===== config.mk =====
export PLATFORM = sky130hd
export DESIGN_NAME = gerador_clock_proc
export DESIGN_NICKNAME = d
export VERILOG_FILES = /design/src/rtl/clk_proc_pkg.sv /design/src/rtl/gerador_clock_proc_debouncer.sv /design/src/rtl/gerador_clock_proc.sv
export SDC_FILE = /design/constraint.sdc
export NUM_CORES = 1
export LEC_CHECK = 0
export ABC_AREA = 1
export CAP_MARGIN = 20
export CORE_ASPECT_RATIO = 1.2
export CORE_UTILIZATION = 55
export CTS_CLUSTER_SIZE = 24
export DETAILED_ROUTE_END_ITERATION = 7
export PLACE_DENSITY_LB_ADDON = 0.25
export SETUP_SLACK_MARGIN = 0.1
export SYNTH_ARGS = -nofsm -noshare
export SYNTH_HDL_FRONTEND = slang
export SYNTH_SLANG_ARGS = --single-unit

===== constraint.sdc =====
create_clock -name clk_rapido -period 2.2 [get_ports clk_rapido]
set_input_delay 0.33 -clock clk_rapido [delete_from_list [all_inputs] [get_ports clk_rapido]]
set_output_delay 0.33 -clock clk_rapido [all_outputs]
set_load 0.005 [all_outputs]

===== src/rtl/clk_proc_pkg.sv =====
// Shared types and default timing constants for the processor clock generator.
package clk_proc_pkg;

    typedef enum logic [1:0] {
        RUN          = 2'd0,
        WAIT_PRESS   = 2'd1,
        WAIT_RELEASE = 2'd2,
        HALTED       = 2'd3
    } clk_state_t;

    // 1 Hz processor clock from a 50 MHz board clock; 10 ms debounce window.
    localparam int DEF_DIV_HALF     = 25000000;
    localparam int DEF_DEBOUNCE_CYC = 500000;

endpackage


===== src/rtl/gerador_clock_proc_debouncer.sv =====
// Push-button debouncer: 2-FF synchronizer, stability counter, and single-cycle
// press/release pulses. The raw button is active-low, so a high level means released.
module debouncer
    import clk_proc_pkg::*;
#(
    parameter int DEBOUNCE_CYC = DEF_DEBOUNCE_CYC
) (
    input  logic clk,
    input  logic rst_n,
    input  logic botao,
    output logic evt_press,
    output logic evt_release
);

    localparam int CW = (DEBOUNCE_CYC > 1) ? $clog2(DEBOUNCE_CYC) : 1;

    logic [1:0]    sync;
    logic          level;
    logic [CW-1:0] cnt;
    logic          differ;
    logic          done;

    assign differ = (sync[1] != level);
    // The level flips on the DEBOUNCE_CYC-th consecutive differing cycle.
    assign done   = differ && (cnt == CW'(DEBOUNCE_CYC - 1));

    assign evt_press   = done && !sync[1];
    assign evt_release = done &&  sync[1];

    always_ff @(posedge clk or negedge rst_n) begin
        if (!rst_n) begin
            sync  <= 2'b11;
            level <= 1'b1;
            cnt   <= '0;
        end else begin
            sync <= {sync[0], botao};
            if (done) begin
                level <= sync[1];
                cnt   <= '0;
            end else if (differ) begin
                cnt <= cnt + CW'(1);
            end else begin
                cnt <= '0;
            end
        end
    end

endmodule


===== src/rtl/gerador_clock_proc.sv =====
// Processor clock generator: divides clk_rapido and gates rising edges with HALT/WAIT.
// Optional single-step mode is enabled by defining STEP_MODE_EN (adds the passo input).
module gerador_clock_proc
    import clk_proc_pkg::*;
#(
    parameter int DIV_HALF     = DEF_DIV_HALF,
    parameter int DEBOUNCE_CYC = DEF_DEBOUNCE_CYC
) (
    input  logic        clk_rapido,
    input  logic        reset,
    input  logic        HALT,
    input  logic        WAIT,
    input  logic        botao,
`ifdef STEP_MODE_EN
    input  logic        passo,
`endif
    output logic        clk,
    output logic        parado,
    output logic        aguardando,
    output logic [31:0] ciclos
);

    localparam int DW = (DIV_HALF > 1) ? $clog2(DIV_HALF) : 1;

    clk_state_t    state, state_n;
    logic [DW-1:0] cnt, cnt_n;
    logic          clk_n;
    logic [31:0]   ciclos_n;
    logic          evt_press, evt_release;
    logic          terminal, pending, go;

    debouncer #(.DEBOUNCE_CYC(DEBOUNCE_CYC)) u_debouncer (
        .clk        (clk_rapido),
        .rst_n      (reset),
        .botao      (botao),
        .evt_press  (evt_press),
        .evt_release(evt_release)
    );

    assign terminal = (cnt == DW'(DIV_HALF - 1));
    assign pending  = (state == RUN) && terminal && !clk;

`ifdef STEP_MODE_EN
    // Step mode parks at the pending rise until a full press+release is seen.
    logic armed, armed_n;

    assign go = pending && (!passo || (armed && evt_release));

    always_comb begin
        armed_n = 1'b0;
        if (pending && passo)
            armed_n = armed || evt_press;
    end

    always_ff @(posedge clk_rapido or negedge reset) begin
        if (!reset) armed <= 1'b0;
        else        armed <= armed_n;
    end
`else
    assign go = pending;
`endif

    always_comb begin
        state_n  = state;
        cnt_n    = cnt;
        clk_n    = clk;
        ciclos_n = ciclos;
        case (state)
            RUN: begin
                if (terminal && clk) begin
                    clk_n = 1'b0;
                    cnt_n = '0;
                end else if (go) begin
                    if (HALT) begin
                        state_n = HALTED;
                    end else if (WAIT) begin
                        state_n = WAIT_PRESS;
                        cnt_n   = '0;
                    end else begin
                        clk_n    = 1'b1;
                        cnt_n    = '0;
                        ciclos_n = ciclos + 32'd1;
                    end
                end else if (!pending) begin
                    cnt_n = cnt + DW'(1);
                end
            end
            WAIT_PRESS: begin
                if (evt_press) state_n = WAIT_RELEASE;
            end
            WAIT_RELEASE: begin
                if (evt_release) begin
                    state_n  = RUN;
                    clk_n    = 1'b1;
                    cnt_n    = '0;
                    ciclos_n = ciclos + 32'd1;
                end
            end
            default: ;
        endcase
    end

    always_ff @(posedge clk_rapido or negedge reset) begin
        if (!reset) begin
            state  <= RUN;
            cnt    <= '0;
            clk    <= 1'b0;
            ciclos <= '0;
        end else begin
            state  <= state_n;
            cnt    <= cnt_n;
            clk    <= clk_n;
            ciclos <= ciclos_n;
        end
    end

    assign parado     = (state == HALTED);
    assign aguardando = (state == WAIT_PRESS) || (state == WAIT_RELEASE);

endmodule


# [Word-level counts from Yosys, hierarchy flattened]
# Cells that the tools add are included.
[word_totals] reg_bits=82
[op_classes] n_addsub=3 eq_ne=17 muxes=26 reduce_logical=16
[op_table] cell="two-way mux 32 bit" count=5
[op_table] cell="two-way mux 25 bit" count=4
[op_table] cell="case mux 32 bit (2 select lines)" count=1
[op_table] cell="case mux 25 bit (2 select lines)" count=1
[op_table] cell="two-way mux 19 bit" count=2
[op_table] cell="adder 32 x 1 -> 32 bit (second input constant)" count=1
[op_table] cell="adder 25 x 1 -> 25 bit (second input constant)" count=1
[op_table] cell="== test 25 bit (second input constant)" count=1
[op_table] cell="adder 19 x 1 -> 19 bit (second input constant)" count=1
[op_table] cell="== test 19 bit (second input constant)" count=1
[op_table] cell="two-way mux 2 bit" count=6
[op_table] cell="!= test 2 bit (second input constant)" count=6
[op_table] cell="AND reduction 6 bit" count=2
[op_table] cell="!= test 3 x 2 -> 1 bit (second input constant)" count=3
[op_table] cell="logical AND 1 bit" count=6
[op_table] cell="case mux 2 bit (3 select lines)" count=1
[op_table] cell="two-way mux 1 bit" count=5
[op_table] cell="AND reduction 5 bit" count=1
[op_table] cell="== test 2 bit (second input constant)" count=2
[op_table] cell="!= test 4 x 3 -> 1 bit (second input constant)" count=1
[op_table] cell="!= test 3 bit (second input constant)" count=1
[op_table] cell="AND reduction 3 bit" count=1
[op_table] cell="nonzero test 3 bit" count=1
[op_table] cell="== test 2 x 1 -> 1 bit (second input constant)" count=1
[op_table] cell="other kinds (6)" count=7

# [Longest topological paths before layout]
[logic_depth] word_depth=6 ltp_mapped=14 mapped_depth_nobuf=12

# [Cells and area by module]
# A second synthesis with hierarchy kept.
[hier_totals] hier_cells=806 hier_area_um2=5522.8
[modules_own_cells] module="gerador_clock_proc" instances=1 cells_per_inst=635 area_per_inst_um2=4240.3 seq_area_each_um2=1501.4
[modules_own_cells] module="debouncer" instances=1 cells_per_inst=171 area_per_inst_um2=1282.5 seq_area_each_um2=554.3

# [Worst setup path before layout]
# OpenSTA, ideal clock, no wires.
[synth_timing] path_type="register to register" startpoint="register cnt[0]" endpoint="register ciclos[26]" setup_ns=0.118 arrival_ns=1.671 required_ns=2.082 setup_slack_ns=0.412 stages_incl_launch_ff=13 n_path_buf=2 synth_period_minus_slack_ns=1.788 path_cell_list="dfrtp_1 -> ha_1 -> nand3_2 -> nor2_2 -> nand4_1 -> nor2_2 -> nand3_2 -> nand2_4 -> nand2_2 -> buf_6 -> buf_6 -> nand2_1 -> nand2_1"
[synth_via] elab_chain_cells=5 elab_cells_between_ends=7 classes_between="eq/ne (3); reduce/logical (4)"
[synth_lines] item="from (decl)" line_no="gerador_clock_proc.sv:26" source="logic [DW-1:0] cnt, cnt_n;"
[synth_lines] item="from (signal assigned)" line_no="gerador_clock_proc.sv:111" source="cnt <= cnt_n;"
[synth_lines] item="== test 25 bit (*)" line_no="gerador_clock_proc.sv:40" source="assign terminal = (cnt == DW'(DIV_HALF - 1));"
[synth_lines] item="logical AND 1 bit (2 in a row)" line_no="gerador_clock_proc.sv:41" source="assign pending = (state == RUN) && terminal && !clk;"
[synth_lines] item="!= test 2 bit (no source line)"
[synth_lines] item="AND reduction 6 bit (no source line) (*)"
[synth_lines] item="to (signal assigned)" line_no="gerador_clock_proc.sv:113" source="ciclos <= ciclos_n;"
[synth_lines] item="to (decl)" line_no="gerador_clock_proc.sv:20" source="output logic [31:0] ciclos"
# Mark *: on every way between the ends. The rest lies on a longest branch, timed or not.
# A chain may end at the register's enable or synchronous reset.

# [Worst setup path after layout]
[layout_timing] startpoint="register state[0]" endpoint="output port aguardando"
[layout_via] elab_chain_cells=2 elab_cells_between_ends=3 classes_between="eq/ne (2); reduce/logical (1)"
[layout_lines] item="from (decl)" line_no="gerador_clock_proc.sv:25" source="clk_state_t state, state_n;"
[layout_lines] item="from (signal assigned)" line_no="gerador_clock_proc.sv:110" source="state <= state_n;"
[layout_lines] item="== test 2 x 1 -> 1 bit or == test 2 bit (tied branches)" line_no="gerador_clock_proc.sv:118" source="assign aguardando = (state == WAIT_PRESS) || (state == WAIT_RELEASE);"
[layout_lines] item="logical OR 1 bit (*)" line_no="gerador_clock_proc.sv:118"
[layout_lines] item="to (decl)" line_no="gerador_clock_proc.sv:19" source="output logic aguardando,"
# Marked as above.

==> results.md <==
* I/O Buffers at 39
* Total power at 3.17 mW
* CP Capture Type: output port
* Finished Cell Area at 0.00638 mm2
* Clk_lat worst skew at 350 ps
* Worst Setup Start Kind: flip-flop
* Max_cap viols at 0
* Clk sink count at 82
* FP Rows at 39
* Die area at 0.0102 mm2
* TritonCTS Buffers at 9
* Final setup violation count at 0
* Critical Path Fanout Max at 5
* Antenna Nets Post-Route at 0
* Tcrit/Tclk final at 92.3%
* Drc violations at 0
* Worst-Margin Slew at 579 ps
* Initial Util at 56.6%
* Busiest grt layer: met2
* Fraction of layout cells with a size suffix above 1 at 9.34%
* CP Class: reg -> out
* Die H at 111 um
* Worst EP arrival at 1700 ps
* CTS max path bufs at 2
* Switching share of power at 23.9%
* Core Footprint at 0.00956 mm2
* Wirelength, routed at 14100 um
* CTS root buf: clkbuf_16
* Gpl congestion at 0.961
* GR Util All Layers at 28.8%
* Flop and latch count out of synthesis at 82
* Mapped Avg Cell Area at 6.98 um2
* Max-slew violation count at 0
* Mapped Area at 0.00541 mm2
* Yosys cell types at 32
* Met3 GRT Util at 3.43%
* Final hold vios at 0
* Placed cell areas at 0.00598 mm2
* Final worst path period need at 2030 ps
* Initial antenna violation count at 0
* Fmax achieved at 493 MHz
* DP HPWL at 10100 um
* GR Util met1 at 35.1%
* Routing usage on met2 at 49.2%
* Largest net degree at the start of global routing at 45
* First-pass GRT wire length at 23500 um
* Placed insts at 937
* Via/cell ratio at 5.46
* Hold crit path type: reg -> reg
* Flop-to-flop setup slack at 230 ps
* Setup TNS at 0 ps
* Worst VDD drop at 0.362 mV
* Routed vias at 5232
* Mapped Cells at 775
* Commonest non-fill, non-tap cell in the layout: nand2_1
* Relative slew slack at 61.4%
* RSZ-0062 raised after global routing: yes
* Seq/Total Area, Yosys at 38.0%
* Synth warnings at 0
* Grt ovf at 0
* I/O Pins at 40
* Leak pwr at 2.98 nW
* Clk_skew at 8.65 ps
* Most frequent cells in the layout: nand2_1, nor2_1, dfrtp_1
* Clock network power share at 47.6%
* Syn Nets at 788
* Die Width at 92.6 um
* Power Dens Cells at 496 mW/mm2
* Non-filler cells, final at 958
* Reg clk slew, reported paths at 70 ps
* Seq pwr share at 48.8%
* Pre-antenna DRT Iters at 5
* Layout Nets at 843
* Comb pwr share at 3.7%
* DR WL/cell at 14.7 um
* Vias in the first global route at 5155
* CTS tree: yes
* # fillers at 822
* Pint at 2.41 mW
* Status: completed
* DR iter-0 viols at 287
* Htree depth at 3
* Crit path required time at 1870 ps
* Ant. Diodes at 0
* Switching pwr at 757 uW
* Layout area overhead at 17.8%
[sequential cells by signal, summed over array words and instances (netlist names)]
| signal | cells |
|---|---|
| state | 2 |
| u_debouncer.level | 1 |
| cnt | 25 |
| ciclos | 32 |
| u_debouncer.cnt | 19 |
| u_debouncer.sync | 2 |
| clk | 1 |
[metrics by stage]
step / setup slack, ps / hold slack, ps / util (%)
6_report: 170 / 357 / 66.7
5_1_grt: 71.0 / 369 / 66.7
3_5_place_dp: 142 / 350 / 62.5
4_1_cts: 129 / 360 / 65.8
3_3_place_gp: 251 / 346 / 62.5
2_1_floorplan: 412 / 34.4 / -
[final cells by class]
class	count	area, um2	area share [%]
repair buffers	63	617	9.67
clock buffers	11	253	3.96
clock inverters	5	46.3	0.726
multi-input cells	594	2950	46.2
well taps	123	154	2.41
inverters	80	305	4.79
flip-flops and latches	82	2060	32.3
[logic make-up after synthesis]
| kind of cell | share of synthesized area, % |
|---|---|
| AOI/OAI and AO/OA | 5.29 |
| and+or+nand+nor | 39.6 |
| buffers and inverters | 8.16 |
| DFF | 38.0 |
| adders and majority gates | 1.85 |
| xor gates and xnor gates | 7.12 |
[critical path, stage by stage, from the launching register on]
cell	delay, ps
dfrtp_1	420
inv_1	80
ha_1	330
clkdlybuf4s50_1	520
[power by group through the flow]
stage	sequential [mW]	combinational, mW	clock, mW
5_1_grt	1.54	0.134	1.60
6_report	1.54	0.116	1.51
2_1_floorplan	1.57	0.0514	0
4_1_cts	1.54	0.118	1.53
3_3_place_gp	1.57	0.112	0
3_5_place_dp	1.57	0.116	0
[per-layer routing]
| layer | vias up | share of wire [%] |
|---|---|---|
| met2 | 190 | 51 |
| met5 | - | 0 |
| met1 | 2427 | 41 |
| met3 | 34 | 4.8 |
| met4 | 0 | 3.0 |
| li1 | 2581 | - |
[Yosys cell counts (all sizes together)]
library cell / instances / area, um2
a211oi: 2 / 15.0
a21oi: 12 / 63.8
buf: 14 / 123
clkbuf: 5 / 18.8
dfrtp: 79 / 1980
dfstp: 3 / 78.8
ha: 8 / 100
inv: 80 / 300
nand2: 255 / 977
nand3: 66 / 345
nand3b: 6 / 45.0
nand4: 23 / 144
nor2: 115 / 464
nor3: 28 / 145
nor3b: 3 / 22.5
o21a: 2 / 15.0
o21ai: 28 / 178
o21bai: 2 / 15.0
xnor2: 12 / 105
xor2: 32 / 280
[final timing paths]
kind | from | endpoint | cells after the start
worst max-delay path | state[0]$_DFFE_PN0P_ | aguardando | 3
worst min-delay path | u_debouncer.sync[0]$_DFF_PN1_ | u_debouncer.sync[1]$_DFF_PN1_ | 0
worst max register to register | u_debouncer.cnt[0]$_DFF_PN0_ | ciclos[6]$_DFFE_PN0P_ | 13
worst min register to register | u_debouncer.sync[0]$_DFF_PN1_ | u_debouncer.sync[1]$_DFF_PN1_ | 0
max in group asynchronous | reset | ciclos[15]$_DFFE_PN0P_ | 3
min in group asynchronous | reset | state[1]$_DFFE_PN0P_ | 2
[timing repair]
item	in CTS	in global routing
endpoints found under the setup margin	0	57
gates resized for setup	0	10
hold buffers	1	0
hold endpoints to repair	2	0
setup buffers	0	3
Power figures use the tool's default switching activity.
==> RTL change 1: new RTL, config.mk and constraints unchanged <==
Set the package constant `DEF_DEBOUNCE_CYC` to 250000 (it was 500000).
--- a/src/rtl/clk_proc_pkg.sv
+++ b/src/rtl/clk_proc_pkg.sv
@@ -11,5 +11,5 @@
     // 1 Hz processor clock from a 50 MHz board clock; 10 ms debounce window.
     localparam int DEF_DIV_HALF     = 25000000;
-    localparam int DEF_DEBOUNCE_CYC = 500000;
+    localparam int DEF_DEBOUNCE_CYC = 250000;
 
 endpackage
Check against the original RTL: no difference found for any inputs over 10 cycles, from zero or initial values and one cycle with reset low; that may be too few to reach the edited logic, so the function may still have changed.
==> RTL change 1 against the unedited design <==
- power fell by 20%
- synthesized area shrank 5.0%
- count of clock-buffer cells in the layout rose by 1
- worst hold slack improved by 0.016 ns
- final area down 5.6%
- fmax grew 0.95%
- sequential cell count fell by 1
- cell count is 3.5% lower
- global-route usage is 1.1 points lower
- critical path depth did not move
- routed wire length down 5.9%
- setup slack better by 0.019 ns
- largest cell class unchanged
==> RTL change 1: results (changes against the unedited design) <==
stage;metric;value;unit;change
timing;skew;0.00578;ns;-0.00286 ns
synthesis;yosys-top-cells-area;dfrtp_1 (38%), nand2_1 (18%), xor2_1 (7.3%), nor2_1 (7.2%), inv_1 (6.2%);;
detailed_routing;initialDrtViolationCount;313;;+9.1%
timing;fin_crit;2.01;ns;-0.0190 ns
timing;slew_headroom;62.2;%;+0.77 points
finish;final_layout_size_suffix_gt1_share;6.84;%;-2.5 points
power_and_ir_drop;powerClk;0.954;mW;-37%
place;place.gp.congestion;0.901;;-6.3%
clock_tree;cts-root-buf;clkbuf_8;;
setup_path;regToRegSetupSlack;0.22;ns;
clock_tree;cts_buffers;9;;unchanged
worst_hold_path;holdPathEnd;u_debouncer.sync[0];;
setup_path;r2r-start;u_debouncer.cnt[0];;
synthesis;synth_fp_nets;757;;-3.9%
outcome;status;complete, no violations;;
finish;finalNetCount;813;;-3.6%
global_routing;track_usage;27.8;%;-1.1 points
power_and_ir_drop;cellLeakagePower;2.83;nW;-5.0%
worst_hold_path;hp-start;botao;;
global_routing;grt_max_degree;58;;+29%
power_and_ir_drop;comb_power;0.0652;mW;-44%
synthesis;ys_seq_area_share;39.5;%;+1.5 points
worst_hold_path;hold_path_class;input port to flop;;
clock_tree;clk_pin_slew_worst_paths;0.08;ns;
synthesis;synth.distinct_cells;31;;-3.1%
detailed_routing;via_count;4957;;-5.3%
setup_path;rr_worst_depth;12;;-1
detailed_routing;drt-total-wl;13200;um;-5.9%
power_and_ir_drop;swShare;22.7;%;-1.2 points
place;post-place-ws;0.195;ns;+0.0530 ns
synthesis;synthArstFlopShare;100;%;unchanged
synthesis;synthTopCellsByCount;nand2_1 (247), nor2_1 (98), inv_1 (85);;
power_and_ir_drop;ir_drop;270;uV;-25%
synthesis;synth-main-ff-cell;dfrtp_1;;
global_routing;grt_pass1_wl;21300;um;-9.4%
worst_hold_path;min_delay_path_depth;1;;+1
finish;regMostFlops;ciclos;;
global_routing;grt_pass1_vias;4667;;-9.5%
timing;holdWs;0.373;ns;+0.0160 ns
finish;reg.largest.list;ciclos x32, cnt x25, u_debouncer.cnt x18;;
setup_path;worstReg2RegEnd;ciclos[18];;
detailed_routing;dr.pass1.iters;5;;unchanged
place;hpwl;9510;um;-5.8%
==> RTL change 1: stage by stage <==
stage                     instance area, sq um  std cells  power (mW)
after floorplan                           5140        744        1.54
after global placement                    5740        902        1.59
after detailed placement                  5740        902        1.59
after CTS                                 5910        918        2.54
after global routing                      6020        924        2.61
final                                     6020        924        2.52
==> RTL change 1: worst max-delay path: stages (launching register included) <==
cell and delay, ns:
dfrtp_2 0.40, inv_1 0.07, ha_1 0.33, clkdlybuf4s50_1 0.52
==> RTL change 1: kinds of logic (layout without fill, tap and decap cells) <==
group,after synthesis,after routing,share of synthesized area (%)
AO/OA/AOI/OAI,60,60,5.98
XOR/XNOR,45,45,7.66
adder cells (fa/ha/maj),8,8,1.95
buffers and inverters,102,162,7.83
flip-flops,81,81,39.5
multiplexers,1,1,0.195
AND/OR/NAND/NOR,447,447,36.9
==> RTL change 1: repair_timing <==
item,4_1_cts,5_1_grt
buffers inserted,0,3
hold buffers,1,0
resized for setup,0,5
endpoints found under the hold margin,41,0
setup endpoints to repair,0,46
==> RTL change 1: metal layers <==
metal | up-vias | routed length [um] | track usage [%]
met1 | 2299 | 5260 | 31.3
met2 | 163 | 6800 | 50.7
met3 | 42 | 684 | 5.06
met4 | 0 | 484 | 13.8
li1 | 2453 | - | -
met5 | - | 0 | 0
==> RTL change 1: layout make-up <==
cell class / instances / area [sq um]
fill: 810 / 3060
sequential: 81 / 2030
clock buffer: 12 / 145
inverter: 87 / 327
multi-input combinational: 561 / 2730
timing repair buffer: 60 / 624
clock inverter: 3 / 17.5
tap: 120 / 150
==> RTL change 2: new RTL, same settings <==
Made on the original files. Re-encode `clk_state_t` (4 states) as one-hot, 4 bits wide.
--- a/src/rtl/clk_proc_pkg.sv
+++ b/src/rtl/clk_proc_pkg.sv
@@ -2,9 +2,9 @@
 package clk_proc_pkg;
 
-    typedef enum logic [1:0] {
-        RUN          = 2'd0,
-        WAIT_PRESS   = 2'd1,
-        WAIT_RELEASE = 2'd2,
-        HALTED       = 2'd3
+    typedef enum logic [3:0] {
+        RUN          = 4'b0001,
+        WAIT_PRESS   = 4'b0010,
+        WAIT_RELEASE = 4'b0100,
+        HALTED       = 4'b1000
     } clk_state_t;
 
Check against the original RTL: same outputs for any inputs over 10 cycles, from zero or initial values and one cycle with reset low; not proved beyond that.
==> RTL change 2 against the unedited design <==
- non-clock buffer count increased by 2
- power increased by 4.4%
- routed wire length increased by 8.8%
- register-to-register slack got worse by 0.08 ns
- sequential cell count increased by 2
- die area increased by 0.96%
- final area increased by 3.8%
- synthesized area increased by 0.97%
- synthesized cell count increased by 1.7%
- utilization increased by 2.2 points
- count of clock-buffer cells in the layout decreased by 1
- setup slack got worse by 0.020 ns
- first-iteration DRC count increased by 2.1%
- critical path type is now flop to flop
- largest cell class unchanged
==> RTL change 2: results (changes against the unedited design) <==
stage;metric;value;unit;change
power_and_ir_drop;cellLeakagePower;3.05;nW;+2.2%
setup_path;setup.worst_path.start;u_debouncer.cnt[1];;
synthesis;synth_fp_nets;796;;+1.0%
detailed_routing;via_count;5425;;+3.7%
finish;finalNetCount;858;;+1.8%
place;hpwl;10600;um;+5.4%
synthesis;yosys-top-cells-area;dfrtp_1 (37%), nand2_1 (19%), nor2_1 (7.2%), nand3_1 (6.0%), xor2_1 (5.8%);;
setup_path;crit_arrival;2.28;ns;+0.58 ns
timing;skew;0.0101;ns;+0.00143 ns
synthesis;synth.top_cell.area_share;36.6;%;+0.11 points
setup_path;regToRegSetupSlack;0.15;ns;-0.08 ns
global_routing;track_usage;29.5;%;+0.67 points
timing;holdWs;0.358;ns;+0.00122 ns
synthesis;synthTopCellsByCount;nand2_1 (274), nor2_1 (105), dfrtp_1 (80);;
setup_path;rr_worst_depth;11;;-2
global_routing;grt_pass1_wl;24000;um;+2.2%
outcome;status;complete, no violations;;
setup_path;cp_max_fo;16;;+11
finish;num-fill-cells;794;;-3.4%
place;place.gp.congestion;0.964;;+0.31%
detailed_routing;dr.pass1.iters;7;;+2
detailed_routing;initialDrtViolationCount;293;;+2.1%
finish;final_layout_size_suffix_gt1_share;10.1;%;+0.72 points
synthesis;syn_area_per_cell;6.94;sq um;-0.69%
global_routing;grt_max_degree;47;;+4.4%
setup_path;cp_top_family;simple AND/OR/NAND/NOR gates;;
detailed_routing;drt-total-wl;15300;um;+8.8%
synthesis;ys_seq_area_share;38.6;%;+0.57 points
global_routing;grt_pass1_vias;5088;;-1.3%
place;dp_cells;948;;+1.2%
RTL change 2: cell types whose count changed in the layout (fill, tap and decap cells not counted), sizes merged, moves of 3 or more:
cell   before  now
nand4      23   26
nor3       28   25
xor2       32   36
nand2     255  282
xnor2      12    9
buf        23   26
o21ai      28   22
nand3      66   69
or2         0    3
ha          8    3
nor2      115  112
RTL change 2: kinds of logic (layout without fill, tap and decap cells):
group | count (synthesis) | count (layout) | share of synthesized area [%]
DFF | 84 | 84 | 38.6
AOI/OAI and AO/OA | 37 | 37 | 4.19
xor gates and xnor gates | 45 | 45 | 7.21
and+or+nand+nor | 523 | 526 | 41.7
buffers and inverters | 96 | 160 | 7.67
adders and majority gates | 3 | 3 | 0.687
RTL change 2: layout make-up:
class	instances	area [sq um]	area share, %
clock inverters	6	96.3	1.46
flip-flops and latches	84	2110	31.8
repair buffers	65	651	9.83
inverters	79	298	4.50
multi-input cells	611	3080	46.6
clock buffers	10	229	3.46
well taps	123	154	2.33
RTL change 2: worst reg2reg max path, delay by kind of cell, from the launching register on:
family | cells | cell delay, ns
DFF | 1 | 0.39
and+or+nand+nor | 8 | 0.87
AOI/OAI and AO/OA | 1 | 0.35
buffers and inverters | 1 | 0.17
adders and majority gates | 1 | 0.17
RTL change 2: power breakdown:
| part | leakage (nW) | internal, mW | switching, mW |
|---|---|---|---|
| clock network | 0.155 | 1.01 | 0.661 |
| logic | 1.75 | 0.0267 | 0.0501 |
| registers | 1.15 | 1.55 | 0.00626 |
| total | 3.05 | 2.59 | 0.717 |
RTL change 2: worst max path at each step:
stage,end,slack [ns],cells past startpoint
after floorplan,ciclos[25],0.31,11
after global placement,ciclos[23],0.22,10
after detailed placement,ciclos[14],0.16,10
after CTS,parado,0.13,2
after global routing,u_debouncer.cnt[15],0.06,9
final,ciclos[12],0.15,11
RTL change 2: stage by stage:
step	cell area [sq um]	worst slack, ns	utilization, %
6_report	6620	0.150	68.9
4_1_cts	6380	0.134	66.4
5_1_grt	6620	0.0552	68.9
3_5_place_dp	6040	0.155	62.8
2_1_floorplan	5470	0.308	-
3_3_place_gp	6040	0.219	62.8
RTL change 2: routing by layer:
| layer | up-vias | track usage, % | wire, um |
|---|---|---|---|
| met3 | 41 | 4.87 | 842 |
| met4 | 0 | 11.9 | 496 |
| met1 | 2559 | 36.1 | 6200 |
| li1 | 2637 | - | - |
| met5 | - | 0 | 0 |
| met2 | 188 | 51.1 | 7760 |
RTL change 2: what timing repair did:
item                                    4_1_cts  5_1_grt
endpoints found under the hold margin        34        0
endpoints found under the setup margin        1       66
buffers inserted                              0        9
gates cloned                                  0        4
pin swaps                                     0       11
resized for setup                             1       25
hold buffers                                  1        0
